===== src/rtl/seq_div_pkg.sv =====
// seq_div_pkg
//   Shared definitions for the sequential divider:
//     - SEQ_DIV_WIDTH  : default operand/result width
//     - SEQ_DIV_CNT_W  : iteration-counter width for the default width
//     - div_state_t    : controller state encoding (IDLE, CALC, DONE)
//     - cnt_width()    : counter width for any operand width
package seq_div_pkg;

  localparam int SEQ_DIV_WIDTH = 16;

  // The counter runs 0 .. WIDTH-1, so clog2(WIDTH) bits are enough.
  localparam int SEQ_DIV_CNT_W = $clog2(SEQ_DIV_WIDTH);

  typedef enum logic [1:0] {
    ST_IDLE = 2'd0,
    ST_CALC = 2'd1,
    ST_DONE = 2'd2
  } div_state_t;

  function automatic int cnt_width(input int w);
    return (w > 1) ? $clog2(w) : 1;
  endfunction

endpackage


===== src/rtl/div_addsub.sv =====
// div_addsub
//   Trial subtractor for the restoring divider: diff = a - b, computed one
//   bit wider than the operands so that the extra bit is the borrow-out.
//   borrow = 1 means a < b (the caller keeps the old partial remainder).
//
//   Parameters : W      operand width (divider WIDTH+1)
//   Inputs     : a, b   [W-1:0] minuend, subtrahend
//   Outputs    : diff   [W-1:0] a - b (mod 2^W)
//                borrow 1 when a < b
module div_addsub #(
  parameter int W = 17
) (
  input  logic [W-1:0] a,
  input  logic [W-1:0] b,
  output logic [W-1:0] diff,
  output logic         borrow
);

  assign {borrow, diff} = {1'b0, a} - {1'b0, b};

endmodule


===== src/rtl/seq_divider16.sv =====
// seq_divider16
//   Multi-cycle restoring divider, one quotient bit per clock, MSB first.
//   Operation: accept (in_valid & in_ready) -> WIDTH CALC cycles -> DONE,
//   result held until out_ready; divisor 0 skips CALC and goes straight to
//   DONE with quotient all-ones, remainder = dividend, div_by_zero = 1.
//
//   Optional build macro SEQ_DIV_SIGNED_EN: two's-complement operands, the
//   core divides magnitudes and a sign fix-up is applied while loading the
//   result registers (quotient truncates toward zero, remainder takes the
//   dividend's sign). Without the macro no sign logic exists.
//
//   Handshake rules (both sides): a transfer happens on a rising edge where
//   valid and ready are both 1. in_ready is high only in IDLE, out_valid is
//   high only in DONE; in_valid is ignored outside IDLE and out_ready is
//   ignored outside DONE. Result outputs stay stable while out_valid is held.
//
//   Ports:
//     clk         in   clock, rising edge
//     rst_n       in   synchronous active-low reset
//     in_valid    in   operands valid
//     in_ready    out  divider idle, can accept
//     dividend    in   [WIDTH-1:0] numerator
//     divisor     in   [WIDTH-1:0] denominator
//     out_valid   out  result valid
//     out_ready   in   consumer accepts result
//     quotient    out  [WIDTH-1:0]
//     remainder   out  [WIDTH-1:0]
//     div_by_zero out  divisor was zero for this result
//
//   Internal debug: `state` carries the controller state (div_state_t).
module seq_divider16
  import seq_div_pkg::*;
#(
  parameter int WIDTH = SEQ_DIV_WIDTH
) (
  input  logic             clk,
  input  logic             rst_n,
  input  logic             in_valid,
  output logic             in_ready,
  input  logic [WIDTH-1:0] dividend,
  input  logic [WIDTH-1:0] divisor,
  output logic             out_valid,
  input  logic             out_ready,
  output logic [WIDTH-1:0] quotient,
  output logic [WIDTH-1:0] remainder,
  output logic             div_by_zero
);

  localparam int CW = cnt_width(WIDTH);

  div_state_t state, state_nxt;

  logic [WIDTH-1:0] rem_r;   // partial remainder
  logic [WIDTH-1:0] quo_r;   // dividend bits shift out the top, quotient bits shift in
  logic [WIDTH-1:0] dvs_r;   // registered divisor (magnitude)
  logic [CW-1:0]    cnt_r;   // iteration index within CALC

  logic [WIDTH:0]   trial;
  logic [WIDTH:0]   diff;
  logic             borrow;
  logic [WIDTH-1:0] rem_nxt;
  logic [WIDTH-1:0] quo_nxt;
  logic             last_iter;
  logic             div0;
  logic [WIDTH-1:0] a_mag;
  logic [WIDTH-1:0] b_mag;
  logic [WIDTH-1:0] q_fix;
  logic [WIDTH-1:0] r_fix;
  logic             diff_msb_unused;

  // ---------------------------------------------------------------------
  // Trial subtraction: shift the next dividend bit into the partial
  // remainder and try to subtract the divisor. A borrow means the divisor
  // did not fit, so the shifted value is kept (restored) and a 0 enters
  // the quotient.
  // ---------------------------------------------------------------------
  assign trial = {rem_r, quo_r[WIDTH-1]};

  div_addsub #(.W(WIDTH + 1)) u_addsub (
    .a      (trial),
    .b      ({1'b0, dvs_r}),
    .diff   (diff),
    .borrow (borrow)
  );

  // When no borrow occurs the difference is below the divisor, so its top
  // bit is always zero and only WIDTH bits are kept.
  assign diff_msb_unused = diff[WIDTH];

  assign rem_nxt   = borrow ? trial[WIDTH-1:0] : diff[WIDTH-1:0];
  assign quo_nxt   = {quo_r[WIDTH-2:0], ~borrow};
  assign last_iter = (cnt_r == CW'(WIDTH - 1));
  assign div0      = (divisor == '0);

  // ---------------------------------------------------------------------
  // Operand conditioning and result fix-up
  // ---------------------------------------------------------------------
`ifdef SEQ_DIV_SIGNED_EN
  logic neg_q_r;   // quotient must be negated
  logic neg_r_r;   // remainder must be negated (follows dividend sign)

  assign a_mag = dividend[WIDTH-1] ? (~dividend + 1'b1) : dividend;
  assign b_mag = divisor[WIDTH-1]  ? (~divisor + 1'b1)  : divisor;
  // most-negative / -1: magnitude quotient is 2^(WIDTH-1) with no negation,
  // which is exactly the wrapped most-negative result.
  assign q_fix = neg_q_r ? (~quo_nxt + 1'b1) : quo_nxt;
  assign r_fix = neg_r_r ? (~rem_nxt + 1'b1) : rem_nxt;

  always_ff @(posedge clk) begin
    if (!rst_n) begin
      neg_q_r <= 1'b0;
      neg_r_r <= 1'b0;
    end else if (state == ST_IDLE && in_valid) begin
      neg_q_r <= dividend[WIDTH-1] ^ divisor[WIDTH-1];
      neg_r_r <= dividend[WIDTH-1];
    end
  end
`else
  assign a_mag = dividend;
  assign b_mag = divisor;
  assign q_fix = quo_nxt;
  assign r_fix = rem_nxt;
`endif

  // ---------------------------------------------------------------------
  // Controller
  // ---------------------------------------------------------------------
  always_ff @(posedge clk) begin
    if (!rst_n) begin
      state <= ST_IDLE;
    end else begin
      state <= state_nxt;
    end
  end

  always_comb begin
    state_nxt = state;
    in_ready  = 1'b0;
    out_valid = 1'b0;
    case (state)
      ST_IDLE: begin
        in_ready = 1'b1;
        if (in_valid) begin
          state_nxt = div0 ? ST_DONE : ST_CALC;
        end
      end
      ST_CALC: begin
        if (last_iter) begin
          state_nxt = ST_DONE;
        end
      end
      ST_DONE: begin
        out_valid = 1'b1;
        if (out_ready) begin
          state_nxt = ST_IDLE;
        end
      end
      default: begin
        state_nxt = ST_IDLE;
      end
    endcase
  end

  // ---------------------------------------------------------------------
  // Datapath. Result registers are written only when entering DONE, so
  // they hold still for the whole DONE stay.
  // ---------------------------------------------------------------------
  always_ff @(posedge clk) begin
    if (!rst_n) begin
      rem_r       <= '0;
      quo_r       <= '0;
      dvs_r       <= '0;
      cnt_r       <= '0;
      quotient    <= '0;
      remainder   <= '0;
      div_by_zero <= 1'b0;
    end else begin
      case (state)
        ST_IDLE: begin
          if (in_valid) begin
            rem_r <= '0;
            quo_r <= a_mag;
            dvs_r <= b_mag;
            cnt_r <= '0;
            if (div0) begin
              quotient    <= '1;
              remainder   <= dividend;
              div_by_zero <= 1'b1;
            end
          end
        end
        ST_CALC: begin
          rem_r <= rem_nxt;
          quo_r <= quo_nxt;
          cnt_r <= cnt_r + 1'b1;
          if (last_iter) begin
            quotient    <= q_fix;
            remainder   <= r_fix;
            div_by_zero <= 1'b0;
          end
        end
        default: begin
        end
      endcase
    end
  end

endmodule


===== config.mk =====
export PLATFORM = sky130hd
export DESIGN_NAME = seq_divider16
export DESIGN_NICKNAME = d
export VERILOG_FILES = /design/src/rtl/seq_div_pkg.sv /design/src/rtl/div_addsub.sv /design/src/rtl/seq_divider16.sv
export SDC_FILE = /design/constraint.sdc
export NUM_CORES = 1
export LEC_CHECK = 0
export BUFFER_PORTS_ARGS = -buffer_cell sky130_fd_sc_hd__buf_2
export CORE_AREA = 2 2 93 95
export DETAILED_ROUTE_END_ITERATION = 16
export DIE_AREA = 0 0 95 97
export GPL_ROUTABILITY_DRIVEN = 0
export GPL_TIMING_DRIVEN = 0
export PLACE_DENSITY = 0.8
export SLEW_MARGIN = 20
export SYNTH_ARGS = -nofsm -noshare
export SYNTH_HDL_FRONTEND = slang
export SYNTH_HIERARCHICAL = 1
export SYNTH_SLANG_ARGS = --single-unit

===== constraint.sdc =====
create_clock -name clk -period 3.65 [get_ports clk]
set_input_delay 0 -clock clk [delete_from_list [all_inputs] [get_ports clk]]
set_output_delay 0 -clock clk [all_outputs]
set_load 0.005 [all_outputs]

==> Yosys cells after proc, flatten, opt, wreduce, memory -nomap -nowiden <==
Cells that the tools add are included.
{ "word_totals": {"inputBits": 36, "out_inout_bits": 35, "ff_bits": 87, "word_cells": 51} }
{ "classes": {"muxes": 26, "n_eq_ne": 7, "reduce_logical": 7, "n_addsub": 2, "n_bitwise": 1} }
{ "ops": {"columns": ["op", "n"], "rows": [
  ["$mux W16", 9],
  ["$pmux W16 S2", 4],
  ["$sub A17 B16 Y18", 1],
  ["$logic_not A16 Y1", 1],
  ["$mux W2", 4],
  ["$ne A2 B2 Y1 const B", 4],
  ["$pmux W4 S2", 1],
  ["$pmux W2 S3", 1],
  ["$mux W1", 5],
  ["$add A4 B1 Y4 const B", 1],
  ["$eq A4 B4 Y1 const B", 1],
  ["$mux W4", 1],
  ["$reduce_and A2 Y1", 2],
  ["$reduce_and A4 Y1", 1],
  ["$reduce_and A3 Y1", 1],
  ["$eq A2 B1 Y1 const B", 1],
  ["$eq A2 B2 Y1 const B", 1],
  ["$logic_not A2 Y1", 1],
  ["$pmux W1 S2", 1],
  ["$reduce_bool A2 Y1", 1],
  ["$not A1 Y1", 1]
]} }

==> Longest topological paths before layout <==
Gate-level depths: netlist of run 1.
{ "depth": {"ltp_word": 4, "depth_mapped": 14, "depth_no_buf": 14} }

==> Modules after synthesis <==
The synthesis of run 1 kept the hierarchy.
{ "modules_own_cells": {"columns": ["mod", "cells_per_inst", "instances", "seq_area_each_um2", "area_each_um2"], "rows": [
  ["seq_divider16", 433, 1, 1741.7, 3716.1],
  ["div_addsub", 118, 1, 0.0, 848.3]
]} }

==> Worst setup path before layout of run 1 <==
No wires, ideal clock.
{ "synth_timing": {"kind": "reg2reg", "from": "reg dvs_r[4]", "to": "reg remainder[10]", "path_stages_with_launch": 14, "t_arrival_ps": 2721, "setup_slack_ps": 807, "n_path_buf": 2, "period_less_slack_ps": 2843, "setup_time_ps": 122, "required_time_ps": 3528, "path_cell_list": "dfxtp_1 -> inv_1 -> ha_1 -> a21o_1 -> a31oi_1 -> a21oi_1 -> o31a_1 -> a221oi_1 -> buf_2 -> buf_2 -> mux2i_1 -> nor2_1 -> o21ai_0 -> mux2i_1"} }
{ "synth_between": {"elab_chain_len": 4} }
{ "synth_lines": {"columns": ["item", "line", "source"], "rows": [
  ["from (decl)", "seq_divider16.sv:55", "logic [WIDTH-1:0] dvs_r;"],
  ["from (signal assigned)", "seq_divider16.sv:183", "dvs_r <= b_mag;"],
  ["$sub A17 B16 Y18", "div_addsub.sv:19", "assign {borrow, diff} = {1'b0, a} - {1'b0, b};"],
  ["named net borrow", "seq_divider16.sv:60", "logic borrow;"],
  ["$mux W16", "seq_divider16.sv:90", "assign rem_nxt = borrow ? trial[WIDTH-1:0] : diff[WIDTH-1:0];"],
  ["$mux W16", "seq_divider16.sv:196", "if (last_iter) begin"],
  ["$pmux W16 S2", "seq_divider16.sv:178", "case (state)"],
  ["to (signal assigned)", "seq_divider16.sv:187", "remainder <= dividend;"],
  ["to (signal assigned)", "seq_divider16.sv:198", "remainder <= r_fix;"],
  ["to (decl)", "seq_divider16.sv:45", "output logic [WIDTH-1:0] remainder,"]
]} }
The timed path passes the listed nets, and every way through them passes these cells. The select of a mux whose other input is x is not followed.
A chain may end at the register's enable or synchronous reset.

==> Final worst setup path of run 1 <==
{ "layout_timing": {"from": "reg dvs_r[4]", "to": "reg remainder[8]"} }
The elaborated chain is that of the path after synthesis.

==> results of run 1 <==
worst reg2reg max path, delay by kind of cell, from the launching register on:
family / cells / cell delay [ns]
AO/OA/AOI/OAI: 6 / 1.57
adder cells (fa/ha/maj): 1 / 0.34
buffers and inverters: 3 / 0.65
flip-flops: 1 / 0.33
multiplexers: 2 / 0.36
AND/OR/NAND/NOR: 1 / 0.07
flip-flops by register name, summed over array words and instances, names as in the netlist:
register and cells:
cnt_r 4, div_by_zero 1, dvs_r 16, quo_r 16, quotient 16, rem_r 16, remainder 16, state 2
layout by cell type (no fill, tap or decap), types with 12 or more instances in the layout:
cell,instances
inv_1,37
clkbuf_1,22
a31oi_1,19
a21oi_1,12
nor2_1,57
nor2b_1,21
buf_2,73
a211oi_1,17
dlygate4sd3_1,33
a21boi_0,18
o21ai_0,38
mux2i_1,49
ha_1,18
dfxtp_1,87
nand2_1,76
metrics by stage:
step | util, % | total power [W] | setup WS, ns | instances
floorplan | - | 0.00137 | 0.807 | 545
global placement | 61.4 | 0.00147 | 0.391 | 719
detailed placement | 61.4 | 0.00148 | 0.284 | 719
CTS | 67.9 | 0.00218 | 0.241 | 767
global route | 67.9 | 0.00228 | 0.0996 | 767
finish | 67.9 | 0.00219 | 0.206 | 767
metal layers:
| metal | global-route usage [%] | wire length (um) | up-vias |
|---|---|---|---|
| li1 | - | - | 2091 |
| met1 | 33.4 | 5310 | 1941 |
| met2 | 44.1 | 5660 | 137 |
| met3 | 3.58 | 562 | 24 |
| met4 | 9.81 | 266 | 0 |
| met5 | 0 | 0 | - |
power groups by stage:
stage | logic [W] | clock network [W] | registers (W)
6_report | 0.000493 | 0.000682 | 0.00101
2_1_floorplan | 0.000349 | 0 | 0.00102
3_5_place_dp | 0.000453 | 0 | 0.00103
5_1_grt | 0.000541 | 0.000723 | 0.00101
4_1_cts | 0.000483 | 0.000684 | 0.00101
3_3_place_gp | 0.000439 | 0 | 0.00103
final cells by class:
| type | instances | share of cell area [%] |
|---|---|---|
| inverter | 37 | 2.52 |
| timing repair buffer | 102 | 12.2 |
| multi-input combinational | 386 | 44.6 |
| sequential | 87 | 31.6 |
| clock buffer | 9 | 2.24 |
| tap | 105 | 2.38 |
| buffer | 35 | 3.15 |
| clock inverter | 6 | 1.29 |
worst paths after layout:
| path | startpoint | to | slack, ns | cells after the start |
|---|---|---|---|---|
| worst max-delay path | dvs_r[4] | remainder[8] | 0.21 | 13 |
| worst min-delay path | rst_n | quo_r[10] | 0.08 | 3 |
| worst max register to register | dvs_r[4] | remainder[8] | 0.21 | 13 |
| worst min register to register | div_by_zero | div_by_zero | 0.45 | 2 |
timing repair:
item                                    in CTS  in global routing
hold buffers                                33                  0
endpoints found under the hold margin       33                  0
setup buffers                                0                  0
endpoints found under the setup margin       0                  0
==> summary.txt, run 1 <==
Routing
  – DRC Markers: 0
  – Avg WL per Cell: 15.4 um
  – WL final: 11800 um
  – Via density: 5.47
  – DRT Pass-1 Iters: 4
  – Final ANT Viol Nets: 0
  – Vias: 4193
  – Initial drt markers: 251

Global routing
  – Total GRT Usage: 26.1%
  – Vias in the first global route: 4112
  – Initial antenna violation count: 0
  – First-pass GRT wire length: 19100 um
  – Largest net degree at the start of global routing: 16
  – Grt total ovfl: 0

Clock network
  – Clock sink count: 87
  – H-tree depth: 3
  – Clock Latency Late Sink: 0.36 ns
  – CTS tree: yes
  – Max clock buf depth: 2
  – Number of buffers created by CTS: 9
  – Worst-path clk slew: 0.09 ns
  – Root buf cell: clkbuf_8
  – Post-CTS resize count: 0

Placement
  – HPWL after DPL: 8550 um
  – IO Port Bufs: 69
  – Placed cell areas: 0.00499 mm2

Finish
  – Fill cells: 677
  – Area Overhead vs Synth: 22.2%
  – Nets: 713
  – Multi-input combinational cell area: 0.00246 mm2
  – Register area: 0.00174 mm2
  – Layout cells sized above 1: 14.7%
  – Ant diodes: 0
  – Finished Cell Area: 0.00552 mm2

Synth
  – Yosys warns: 6
  – Synth Instances: 545
  – Synthesized area: 0.00452 mm2
  – Avg Cell Area, Syn: 8.29 um2
  – Syn nets: 600

Die
  – Die Ht: 97 um
  – Top-level port count: 71
  – Core area: 0.00813 mm2
  – Num rows: 33
  – Full die area: 0.00922 mm2
  – Die Span X: 95 um
  – Initial core utilization: 55.5%

Timing
  – Slew HR: 56.9%
  – Worst slew pin tran: 0.647 ns
  – RSZ-0062 raised after global routing: no
  – Final setup skew: 0.00883 ns
  – Worst hold margin: 0.0771 ns
  – FMAX: 290 MHz
  – Final Hold Vio Count: 0
  – Final setup viols: 0
  – Crit share post-route: 94.3%
  – Setup TNS: 0 ns
  – Final Max Tran Viols: 0
  – Post-route minimum period: 3.44 ns

Setup path
  – Worst Path Buf+Inv: 3
  – Crit path max fanout: 10
  – Slowest stage delay, CP: 0.38 ns
  – WS Path Type: reg2reg
  – Arr. time, crit path: 3.67 ns
  – Ordered list of cells on the worst path: inv_1, ha_1, a21o_1, a31oi_1, a21oi_1, o31a_1, a221oi_1, buf_2, buf_2, mux2i_1, nor2_1, o21ai_0, mux2i_1
  – Crit-path slowest cell: o31a_1
  – Family with the most delay on the worst path: compound AO/OA/AOI/OAI gates
  – WP data required: 3.88 ns
  – Worst setup SP type: flop
  – Crit path capture type: flop

Power
  – P_sw: 0.000662 W
  – Leak pwr: 2.62 nW
  – Clock Power Share: 31.2%
  – Net Sw Frac: 30.3%
  – Register share of total power: 46.2%
  – Max VDD drop: 0.250 mV
  – Internal power: 0.00152 W
  – Pwr dens: 396 mW/mm2
  – Combinational fraction of design power: 22.6%

Status
  – Status: complete, no violations

Flow run
  – Max-cap violations: 0

Hold path
  – Worst min path class: in2reg
Power figures use the tool's default switching activity.
==> inputs of run 2 (changes only) <==
BUFFER_PORTS_ARGS = -buffer_cell sky130_fd_sc_hd__buf_4   (was -buffer_cell sky130_fd_sc_hd__buf_2)
==> run 2 against run 1 <==
Net effect:
- via count rose by 1.0%
- sequential share of layout area is 1.1 points lower
- clock skew rose by 0.0060 ns
- sequential power is essentially flat
- final area rose by 3.6%
- global-route usage up 0.46 points
- routed wire length rose by 2.0%
- critical endpoint is now remainder[14]
- largest power group unchanged
- highest routed layer unchanged
==> summary.txt, run 2 (synthesized netlist as in run 1, its figures left out) <==
Finish
  – Nets: 712 (-0.14%)
  – Commonest non-fill, non-tap cell in the layout: dfxtp_1
  – Ant diodes: 0 (unchanged)
  – Layout cells sized above 1: 14.7% (unchanged)
  – Most frequent cells in the layout: 87 x dfxtp_1, 76 x nand2_1, 69 x buf_4, 57 x nor2_1, 49 x mux2i_1
  – Fill cells: 626 (-7.5%)
  – Layout Cells excl Fill: 767 (unchanged)
  – Area Overhead vs Synth: 26.6%
  – Final Util: 70.3% (+2.4 points)

Power
  – Pwr dens: 401 mW/mm2 (+1.3%)
  – Overall Power: 0.00229 W (+4.9%)
  – Leak pwr: 2.67 nW (+1.8%)
  – Max VDD drop: 0.224 mV (-10%)

Timing
  – Final Max Tran Viols: 0 (unchanged)
  – Final setup skew: 0.0148 ns (+0.00602 ns)
  – Post-route minimum period: 3.40 ns (-0.0422 ns)
  – RSZ-0062 raised after global routing: no
  – Final Hold Vio Count: 0 (unchanged)
  – Worst slew pin tran: 0.647 ns (-0.000137 ns)
  – Fin worst setup slack: 0.249 ns (+0.0422 ns)
  – FMAX: 294 MHz (+1.2%)
  – Setup TNS: 0 ns (unchanged)
  – Slew HR: 56.9% (about the same)
  – Crit share post-route: 93.2% (-1.2 points)
  – Final setup viols: 0 (unchanged)

Setup path
  – WP data required: 3.89 ns (about the same)
  – WS Path Type: reg2reg
  – Slowest stage delay, CP: 0.47 ns (+0.09 ns)
  – Worst setup SP type: flop
  – Crit-path slowest cell: buf_2
  – Crit path max fanout: 17 (+7)
  – Ordered list of cells on the worst path: inv_1, ha_1, nor2b_1, o2111ai_1, a21oi_1, o31a_1, a221oi_1, buf_2, mux2i_1, nor2_1, o21ai_0, mux2i_1
  – Cell mode on critical path: mux2i_1
  – Arr. time, crit path: 3.64 ns (-0.03 ns)
  – Crit path capture type: flop

Clock network
  – Post-CTS resize count: 0 (unchanged)
  – Root buf cell: clkbuf_8
  – H-tree depth: 3 (unchanged)
  – Clock Latency Late Sink: 0.37 ns (about the same)
  – CTS tree: yes
  – Clock sink count: 87 (unchanged)
  – Buffers inserted by post-CTS timing repair: 0 (unchanged)
  – Max clock buf depth: 2 (unchanged)
  – Number of buffers created by CTS: 9 (unchanged)
  – Worst-path clk slew: 0.10 ns (about the same)

Placement
  – HPWL after DPL: 8640 um (+1.0%)
  – Setup slack at placement: 0.291 ns (+0.00761 ns)
  – Placed cell count: 719 (unchanged)
  – IO Port Bufs: 69 (unchanged)

Routing
  – DRC Markers: 0 (unchanged)
  – WL final: 12000 um (+2.0%)
  – DRT Pass-1 Iters: 7 (+3)
  – Met3 Wirelength: 721 um (+28%)
  – Initial drt markers: 221 (-12%)
  – Via density: 5.52 (+1.0%)
  – Final ANT Viol Nets: 0 (unchanged)
  – Avg WL per Cell: 15.7 um (+2.0%)
  – Detail Route met2 WL: 5890 um (+4.1%)
  – Vias: 4236 (+1.0%)
  – M1 WL: 5170 um (-2.5%)
  – Uppermost routed layer: met4

Global routing
  – Initial antenna violation count: 0 (unchanged)
  – Total GRT Usage: 26.6% (+0.46 points)
  – First-pass GRT wire length: 19400 um (+1.6%)
  – Largest net degree at the start of global routing: 17 (+1)
  – Vias in the first global route: 4157 (+1.1%)
  – Grt total ovfl: 0 (unchanged)

Die
  – Core area: 0.00813 mm2 (unchanged)
  – Initial core utilization: 55.5% (unchanged)
  – Die Span X: 95 um (unchanged)
  – Full die area: 0.00922 mm2 (unchanged)
  – Num rows: 33 (unchanged)
  – Top-level port count: 71 (unchanged)
  – Die Ht: 97 um (unchanged)

Status
  – Status: complete, no violations

Hold path
  – Worst min path class: in2reg

Flow run
  – Max-cap violations: 0 (unchanged)
## run 2: cell count changes in the layout (fill, tap and decap cells not counted), sizes merged
cell / delta
clkinvlp: -2
inv: +2
buf: -1
bufinv: +1
## run 2: path summary, 6_finish.rpt
kind | startpoint | end | slack, ns | cells past startpoint
worst max-delay path | dvs_r[1] | remainder[14] | 0.25 | 12
worst max register to register | dvs_r[1] | remainder[14] | 0.25 | 12
worst min-delay path | rst_n | state[1] | 0.07 | 2
worst min register to register | div_by_zero | div_by_zero | 0.45 | 2
## run 2: worst max-delay path: cells and delay by family, from the launching register on
kind,cells,cell delay [ns]
buffers and inverters,2,0.55
flip-flops,1,0.34
multiplexers,2,0.42
AND/OR/NAND/NOR,2,0.24
adder cells (fa/ha/maj),1,0.27
AO/OA/AOI/OAI,5,1.45
## run 2: per-layer routing
metal / GRT usage, % / vias to the layer above
li1: - / 2071
met4: 9.92 / 0
met1: 33.7 / 1972
met3: 5.30 / 24
met2: 44.1 / 169
met5: 0 / -
## run 2: where the power goes
| part | internal, W | switching [W] | leakage (nW) | total, W |
|---|---|---|---|---|
| Clock | 0.000395 | 0.000382 | 0.116 | 0.000777 |
| Sequential | 0.000986 | 0.0000238 | 0.708 | 0.00101 |
| Combinational | 0.000229 | 0.000277 | 1.85 | 0.000506 |
## run 2: per-stage QoR
step | hold WS (ns) | cell area (um2)
finish | 0.0665 | 5720
floorplan | 0.145 | 4520
global route | 0.0757 | 5720
detailed placement | 0.275 | 5170
global placement | 0.270 | 5170
CTS | 0.0617 | 5720
## run 2: layout make-up
cell class / instances / area, um2 / area share [%]
Multi-Input combinational cell: 386 / 2460 / 43.1
Sequential cell: 87 / 1740 / 30.5
Clock inverter: 7 / 103 / 1.79
Clock buffer: 9 / 124 / 2.17
Timing Repair Buffer: 102 / 848 / 14.8
Inverter: 37 / 139 / 2.43
Tap cell: 105 / 131 / 2.30
Buffer: 34 / 169 / 2.95
## run 2: what timing repair did
item | 4_1_cts | 5_1_grt
setup endpoints to repair | 0 | 2
hold buffers | 33 | 0
hold endpoints to repair | 33 | 0
